`src/rtl/nlp16a_alu_pkg.sv`:
```
// Shared definitions for the nlp-16a internal ALU sequencer: op codes, FSM states, strobe patterns.
package nlp16a_alu_pkg;

  localparam int unsigned OP_W  = 2;
  localparam int unsigned CNT_W = 4;

  localparam logic [OP_W-1:0] OP_MOV  = 2'b00;
  localparam logic [OP_W-1:0] OP_INC  = 2'b01;
  localparam logic [OP_W-1:0] OP_DEC  = 2'b10;
  localparam logic [OP_W-1:0] OP_ADDR = 2'b11;

  typedef enum logic [1:0] {
    ST_IDLE  = 2'd0,
    ST_SETUP = 2'd1,
    ST_EXEC  = 2'd2,
    ST_DONE  = 2'd3
  } state_t;

  // Active-low control strobes to the ALU control decoders (MSB first).
  typedef struct packed {
    logic mov_n;
    logic addr_n;
    logic incdec_n;
    logic dec_n;
  } strobe_t;

  localparam strobe_t STB_IDLE = '{mov_n: 1'b1, addr_n: 1'b1, incdec_n: 1'b1, dec_n: 1'b1};
  localparam strobe_t STB_MOV  = '{mov_n: 1'b0, addr_n: 1'b1, incdec_n: 1'b1, dec_n: 1'b1};
  localparam strobe_t STB_INC  = '{mov_n: 1'b0, addr_n: 1'b1, incdec_n: 1'b0, dec_n: 1'b1};
  localparam strobe_t STB_DEC  = '{mov_n: 1'b0, addr_n: 1'b1, incdec_n: 1'b0, dec_n: 1'b0};
  localparam strobe_t STB_ADDR = '{mov_n: 1'b1, addr_n: 1'b0, incdec_n: 1'b1, dec_n: 1'b1};

  // Map an op code to its strobe pattern.
  function automatic strobe_t op_to_strobe(input logic [OP_W-1:0] op);
    strobe_t stb;
    case (op)
      OP_MOV:  stb = STB_MOV;
      OP_INC:  stb = STB_INC;
      OP_DEC:  stb = STB_DEC;
      default: stb = STB_ADDR;
    endcase
    return stb;
  endfunction

endpackage

```
`src/rtl/rr_arbiter.sv`:
```
// Combinational round-robin pick: first set request at or above the pointer, wrapping.
module rr_arbiter #(
  parameter int unsigned NREQ = 4,
  parameter int unsigned IDXW = 2
) (
  input  logic [NREQ-1:0] req_i,
  input  logic [IDXW-1:0] ptr_i,
  output logic            valid_o_c,
  output logic [IDXW-1:0] idx_o_c
);

  // Scan from the farthest offset down so the nearest request to the pointer wins.
  always_comb begin
    int unsigned pos;
    valid_o_c = 1'b0;
    idx_o_c   = '0;
    pos       = 0;
    for (int i = int'(NREQ) - 1; i >= 0; i--) begin
      pos = (int'(ptr_i) + i) % NREQ;
      if (req_i[pos]) begin
        valid_o_c = 1'b1;
        idx_o_c   = IDXW'(pos);
      end
    end
  end

endmodule

```
`src/rtl/alu_internal_seq.sv`:
```
// Round-robin sequencer for internal ALU ops (MOV/INC/DEC/ADDR) of the nlp-16a core.
module alu_internal_seq
  import nlp16a_alu_pkg::*;
#(
  parameter int unsigned NREQ        = 4,
  parameter int unsigned EXEC_CYCLES = 2,
  parameter int unsigned IDXW        = $clog2(NREQ)
) (
  input  logic              clk,
  input  logic              rst_n,
  input  logic [NREQ-1:0]   req_i,
  input  logic [2*NREQ-1:0] op_i,
  input  logic              hold_i,
  output logic [NREQ-1:0]   ack_o,
  output logic [IDXW-1:0]   grant_idx_o,
  output logic              busy_o,
  output logic              wr_en_o,
  output logic              internal_mov_n,
  output logic              address_mode_n,
  output logic              internal_inc_dec_n,
  output logic              internal_dec_n
);

  localparam logic [CNT_W-1:0] CNT_LOAD = CNT_W'(EXEC_CYCLES - 1);
  localparam logic [IDXW-1:0]  IDX_LAST = IDXW'(NREQ - 1);

  state_t           r_state, w_state_nxt;
  logic [IDXW-1:0]  r_grant, w_grant_nxt;
  logic [IDXW-1:0]  r_ptr, w_ptr_nxt;
  logic [CNT_W-1:0] r_cnt, w_cnt_nxt;
  strobe_t          r_stb, w_stb_nxt;
  logic [NREQ-1:0]  r_ack, w_ack_nxt;
  logic             r_wr, w_wr_nxt;
  logic             r_busy, w_busy_nxt;

  logic             w_arb_valid;
  logic [IDXW-1:0]  w_arb_idx;

  rr_arbiter #(
    .NREQ (NREQ),
    .IDXW (IDXW)
  ) u_rr_arbiter (
    .req_i     (req_i),
    .ptr_i     (r_ptr),
    .valid_o_c (w_arb_valid),
    .idx_o_c   (w_arb_idx)
  );

  // State and registered-output update; reset drops strobes immediately.
  always_ff @(posedge clk or negedge rst_n) begin
    if (!rst_n) begin
      r_state <= ST_IDLE;
      r_grant <= '0;
      r_ptr   <= '0;
      r_cnt   <= '0;
      r_stb   <= STB_IDLE;
      r_ack   <= '0;
      r_wr    <= 1'b0;
      r_busy  <= 1'b0;
    end else begin
      r_state <= w_state_nxt;
      r_grant <= w_grant_nxt;
      r_ptr   <= w_ptr_nxt;
      r_cnt   <= w_cnt_nxt;
      r_stb   <= w_stb_nxt;
      r_ack   <= w_ack_nxt;
      r_wr    <= w_wr_nxt;
      r_busy  <= w_busy_nxt;
    end
  end

  // Next state plus next value of every output register, so outputs align with the state they describe.
  always_comb begin
    w_state_nxt = r_state;
    w_grant_nxt = r_grant;
    w_ptr_nxt   = r_ptr;
    w_cnt_nxt   = r_cnt;
    w_stb_nxt   = r_stb;
    w_ack_nxt   = '0;
    w_wr_nxt    = 1'b0;

    case (r_state)
      ST_IDLE: begin
        if (!hold_i && w_arb_valid) begin
          w_state_nxt = ST_SETUP;
          w_grant_nxt = w_arb_idx;
          w_stb_nxt   = op_to_strobe(op_i[{w_arb_idx, 1'b0} +: OP_W]);
        end
      end
      ST_SETUP: begin
        w_state_nxt = ST_EXEC;
        w_cnt_nxt   = CNT_LOAD;
      end
      ST_EXEC: begin
        if (r_cnt == '0) begin
          w_state_nxt        = ST_DONE;
          w_ack_nxt[r_grant] = 1'b1;
          w_wr_nxt           = 1'b1;
        end else begin
          w_cnt_nxt = r_cnt - CNT_W'(1);
        end
      end
      ST_DONE: begin
        w_state_nxt = ST_IDLE;
        w_stb_nxt   = STB_IDLE;
        w_ptr_nxt   = (r_grant == IDX_LAST) ? '0 : r_grant + IDXW'(1);
      end
      default: begin
        w_state_nxt = ST_IDLE;
        w_stb_nxt   = STB_IDLE;
      end
    endcase

    w_busy_nxt = (w_state_nxt != ST_IDLE);
  end

  assign ack_o              = r_ack;
  assign grant_idx_o        = r_grant;
  assign busy_o             = r_busy;
  assign wr_en_o            = r_wr;
  assign internal_mov_n     = r_stb.mov_n;
  assign address_mode_n     = r_stb.addr_n;
  assign internal_inc_dec_n = r_stb.incdec_n;
  assign internal_dec_n     = r_stb.dec_n;

endmodule

```
`config.mk`:
```
export PLATFORM = sky130hd
export DESIGN_NAME = alu_internal_seq
export DESIGN_NICKNAME = d
export VERILOG_FILES = /design/src/rtl/nlp16a_alu_pkg.sv /design/src/rtl/rr_arbiter.sv /design/src/rtl/alu_internal_seq.sv
export SDC_FILE = /design/constraint.sdc
export NUM_CORES = 1
export LEC_CHECK = 0
export BUFFER_PORTS_ARGS = -buffer_cell sky130_fd_sc_hd__clkbuf_2
export CAP_MARGIN = 40
export CORE_MARGIN = 5
export CORE_UTILIZATION = 36
export CTS_CLUSTER_DIAMETER = 120
export DETAILED_ROUTE_END_ITERATION = 6
export PLACE_DENSITY = 0.56
export SLEW_MARGIN = 20
export SYNTH_ARGS = -nofsm -noshare
export SYNTH_HDL_FRONTEND = slang
export SYNTH_SLANG_ARGS = --single-unit
```
`constraint.sdc`:
```
create_clock -name clk -period 1.8 [get_ports clk]
set_input_delay 0.18 -clock clk [delete_from_list [all_inputs] [get_ports clk]]
set_output_delay 0.18 -clock clk [all_outputs]
set_load 0.01 [all_outputs]
```
==> impl_results.md <==
* IO Count at 27
* Fill cells at 312
* Synthesized area at 1170 µm²
* Crit. Startpoint: r_ptr[1]
* DRC Markers at 0
* CP Class: reg -> reg
* Initial antenna violation count at 0
* Max Buffers Root-to-Sink at 2
* Die ar. at approximately 4500 µm²
* Starting Density at 38.0%
* Global route overflow at 0
* Hold Violations, Final at 0
* WL/cell at 11.9 µm
* Final period utilization at 101%
* Number of diodes at 0
* H-tree depth at 1
* EDFF count, synth at 0
* Total wire length at 2.22 mm
* Post-synth top cells: 16 x dfrtp_1, 12 x ha_1, 9 x inv_1
* Multi-input gate area at 618 µm²
* Hold_sp: hold_i
* Most area-hungry cell type in the Yosys netlist: dfrtp_1
* Syn Nets at 136
* Yosys reg bits at 20
* Worst-path fanout max at 5
* FF-to-FF Start: r_ptr[1]
* Synth warn at 0
* Total of max-cap violations at 0
* Library cells used by synthesis at 33
* Worst Setup Slack, final at -0.0127 ns
* Max Fclk at 0.552 GHz
* Core ar. at around 3100 µm²
* Failing checks: negative setup slack
* HPWL Detailed at 1.77 mm
* Placement Cell Area at 1370 µm²
* CTS tree: yes
* Status: finished, violations left
* Gate Count Post-Synth at roughly 110
* Max VDD drop at 0.825 mV
* Chip width at between 60 and 70 µm
* Detail Route Antenna Nets at 0
* Relative slew slack at around two thirds
* Pre-CTS setup slack at -0.0331 ns
* Vias/cell at 4.71
* Slew @ Worst Pin at 0.481 ns
* Most frequent cell after synthesis: dfrtp_1
* Final Util at 47.0%
* CTS buffer count at 3
* Worst Skew at 0.00727 ns
* Nets at 171
* Register area share after synthesis at 43.2%
* Fraction of registers with async set/reset at 100%
* Layout cell share with drive strength beyond 1 at 37.1%
* DR pass1 iterations at 3
* Top post-synthesis cells by area: dfrtp_1 34%, ha_1 13%, dfstp_2 9.0%, mux2i_1 6.8%, a21oi_1 3.0%
* Clock root cell: clkbuf_4
* Worst skew pair latency at 0.30 ns
* Setup TNS Final at -0.0127 ns
* Area grow syn2layout at 23.5%
* Clock net sink count at 20
* Syn avg cell area at 10.7 µm²
* Req. time, crit path at 2.03 ns
* Post-synth top area share at between 30% and 40%
* First-pass GRT wire length at 3.84 mm
* Max-slew violations at 0
* Total vias in the final route at 880
* Min cycle time layout at 1.81 ns
* Std cell rows at 20
* Clk slew on worst S/H paths at around 0.11 ns
* Finished Cell Area at 1450 µm²
* Storage element area at 505 µm²
* Final setup viols at 1
* IO Port Bufs at 26
* Most frequently used flop master after synthesis: dfrtp_1
* Die Height at 67.0 µm
* Worst setup SP type: register
* Largest net degree at the start of global routing at 21
* RSZ-0062 raised after global routing: true
* WP data arrival at 2.04 ns
* Vias in the first global route at approximately 930
* Final GP Congestion at 0.769
* Total GRT Usage at 11.4%
* Worst Hold Class: in -> reg
* PD cells at 1500 nW/µm²
* Initial DRC count at 29
* FF-to-FF setup slack at -0.01 ns
* LEAKAGE at 0.000707 µW
* Worst setup EP type: register
==> metal layers <==
| metal | track usage (%) | wire (µm) |
|---|---|---|
| met5 | 0 | 0 |
| met4 | 3.04 | 17 |
| met3 | 4.38 | 123 |
| met2 | 20.5 | 1100 |
| met1 | 12.4 | 985 |
==> registers in the layout, indices dropped and copies added (netlist names) <==
register	cells
r_cnt	4
r_state	2
address_mode_n	1
internal_mov_n	1
r_ptr	2
internal_dec_n	1
internal_inc_dec_n	1
busy_o	1
wr_en_o	1
ack_o	4
grant_idx_o	2
==> final timing paths <==
path                       cells past startpoint                  to
max                                            8  internal_inc_dec_n
min                                            4      address_mode_n
max in group asynchronous                      2  internal_inc_dec_n
min reg2reg                                    1            r_cnt[3]
max reg2reg                                    8  internal_inc_dec_n
min in group asynchronous                      2            r_ptr[0]
==> power breakdown <==
group | total, µW | switching (µW) | internal [µW]
clock network | 257 | 133 | 123
logic | 1120 | 567 | 553
registers | 793 | 149 | 645
total | 2170 | 849 | 1320
==> timing repair <==
| item | CTS | global route |
|---|---|---|
| pin swaps | 2 | 1 |
| hold buffers | 1 | 0 |
| gates resized for setup | 1 | 1 |
| endpoints found under the hold margin | 16 | 0 |
| setup endpoints to repair | 3 | 4 |
| setup buffers | 2 | 1 |
==> area by class of cell <==
type | count | area share [%]
Multi-Input combinational cell | 75 | 42.8
Tap cell | 44 | 3.81
Inverter | 10 | 2.60
Timing Repair Buffer | 34 | 13.3
Sequential cell | 20 | 35.0
Clock buffer | 4 | 2.51
==> per-stage QoR <==
step | hold WS (ns) | instances | power, µW
6_report | 0.268 | 187 | 2170
5_1_grt | 0.283 | 187 | 2390
4_1_cts | 0.254 | 186 | 2190
3_5_place_dp | 0.168 | 179 | 1880
3_3_place_gp | 0.169 | 179 | 1850
2_1_floorplan | -0.116 | 109 | 1560
==> critical path, cell delays in order, from the launching register on <==
cell,delay [ns]
dfrtp_1,0.44
inv_1,0.09
o221ai_2,0.10
a21oi_4,0.23
mux2i_1,0.12
mux2_2,0.27
ha_1,0.28
o22ai_1,0.06
a21oi_1,0.15
==> placed cells by master (no fill, tap or decap), types with 2 or more instances in the layout <==
master / n
a21oi_1: 7
a32o_1: 2
and2_1: 4
buf_4: 7
clkbuf_2: 26
clkbuf_4: 3
dfrtp_1: 16
dfstp_2: 4
ha_1: 11
inv_1: 9
mux2_2: 3
mux2i_1: 8
nand2_1: 3
nor2_1: 8
nor3_1: 7
o221ai_2: 2
o2bb2ai_1: 2
==> logic make-up after synthesis <==
logic type               after synthesis  synth area share, %
AO/OA/AOI/OAI                         21                 14.4
XOR/XNOR                               1                0.749
adder cells (fa/ha/maj)               12                 12.8
buffers and inverters                 14                 4.71
flip-flops                            20                 43.2
multiplexers                          12                 10.7
AND/OR/NAND/NOR                       29                 13.4
Power figures use the tool's default switching activity.
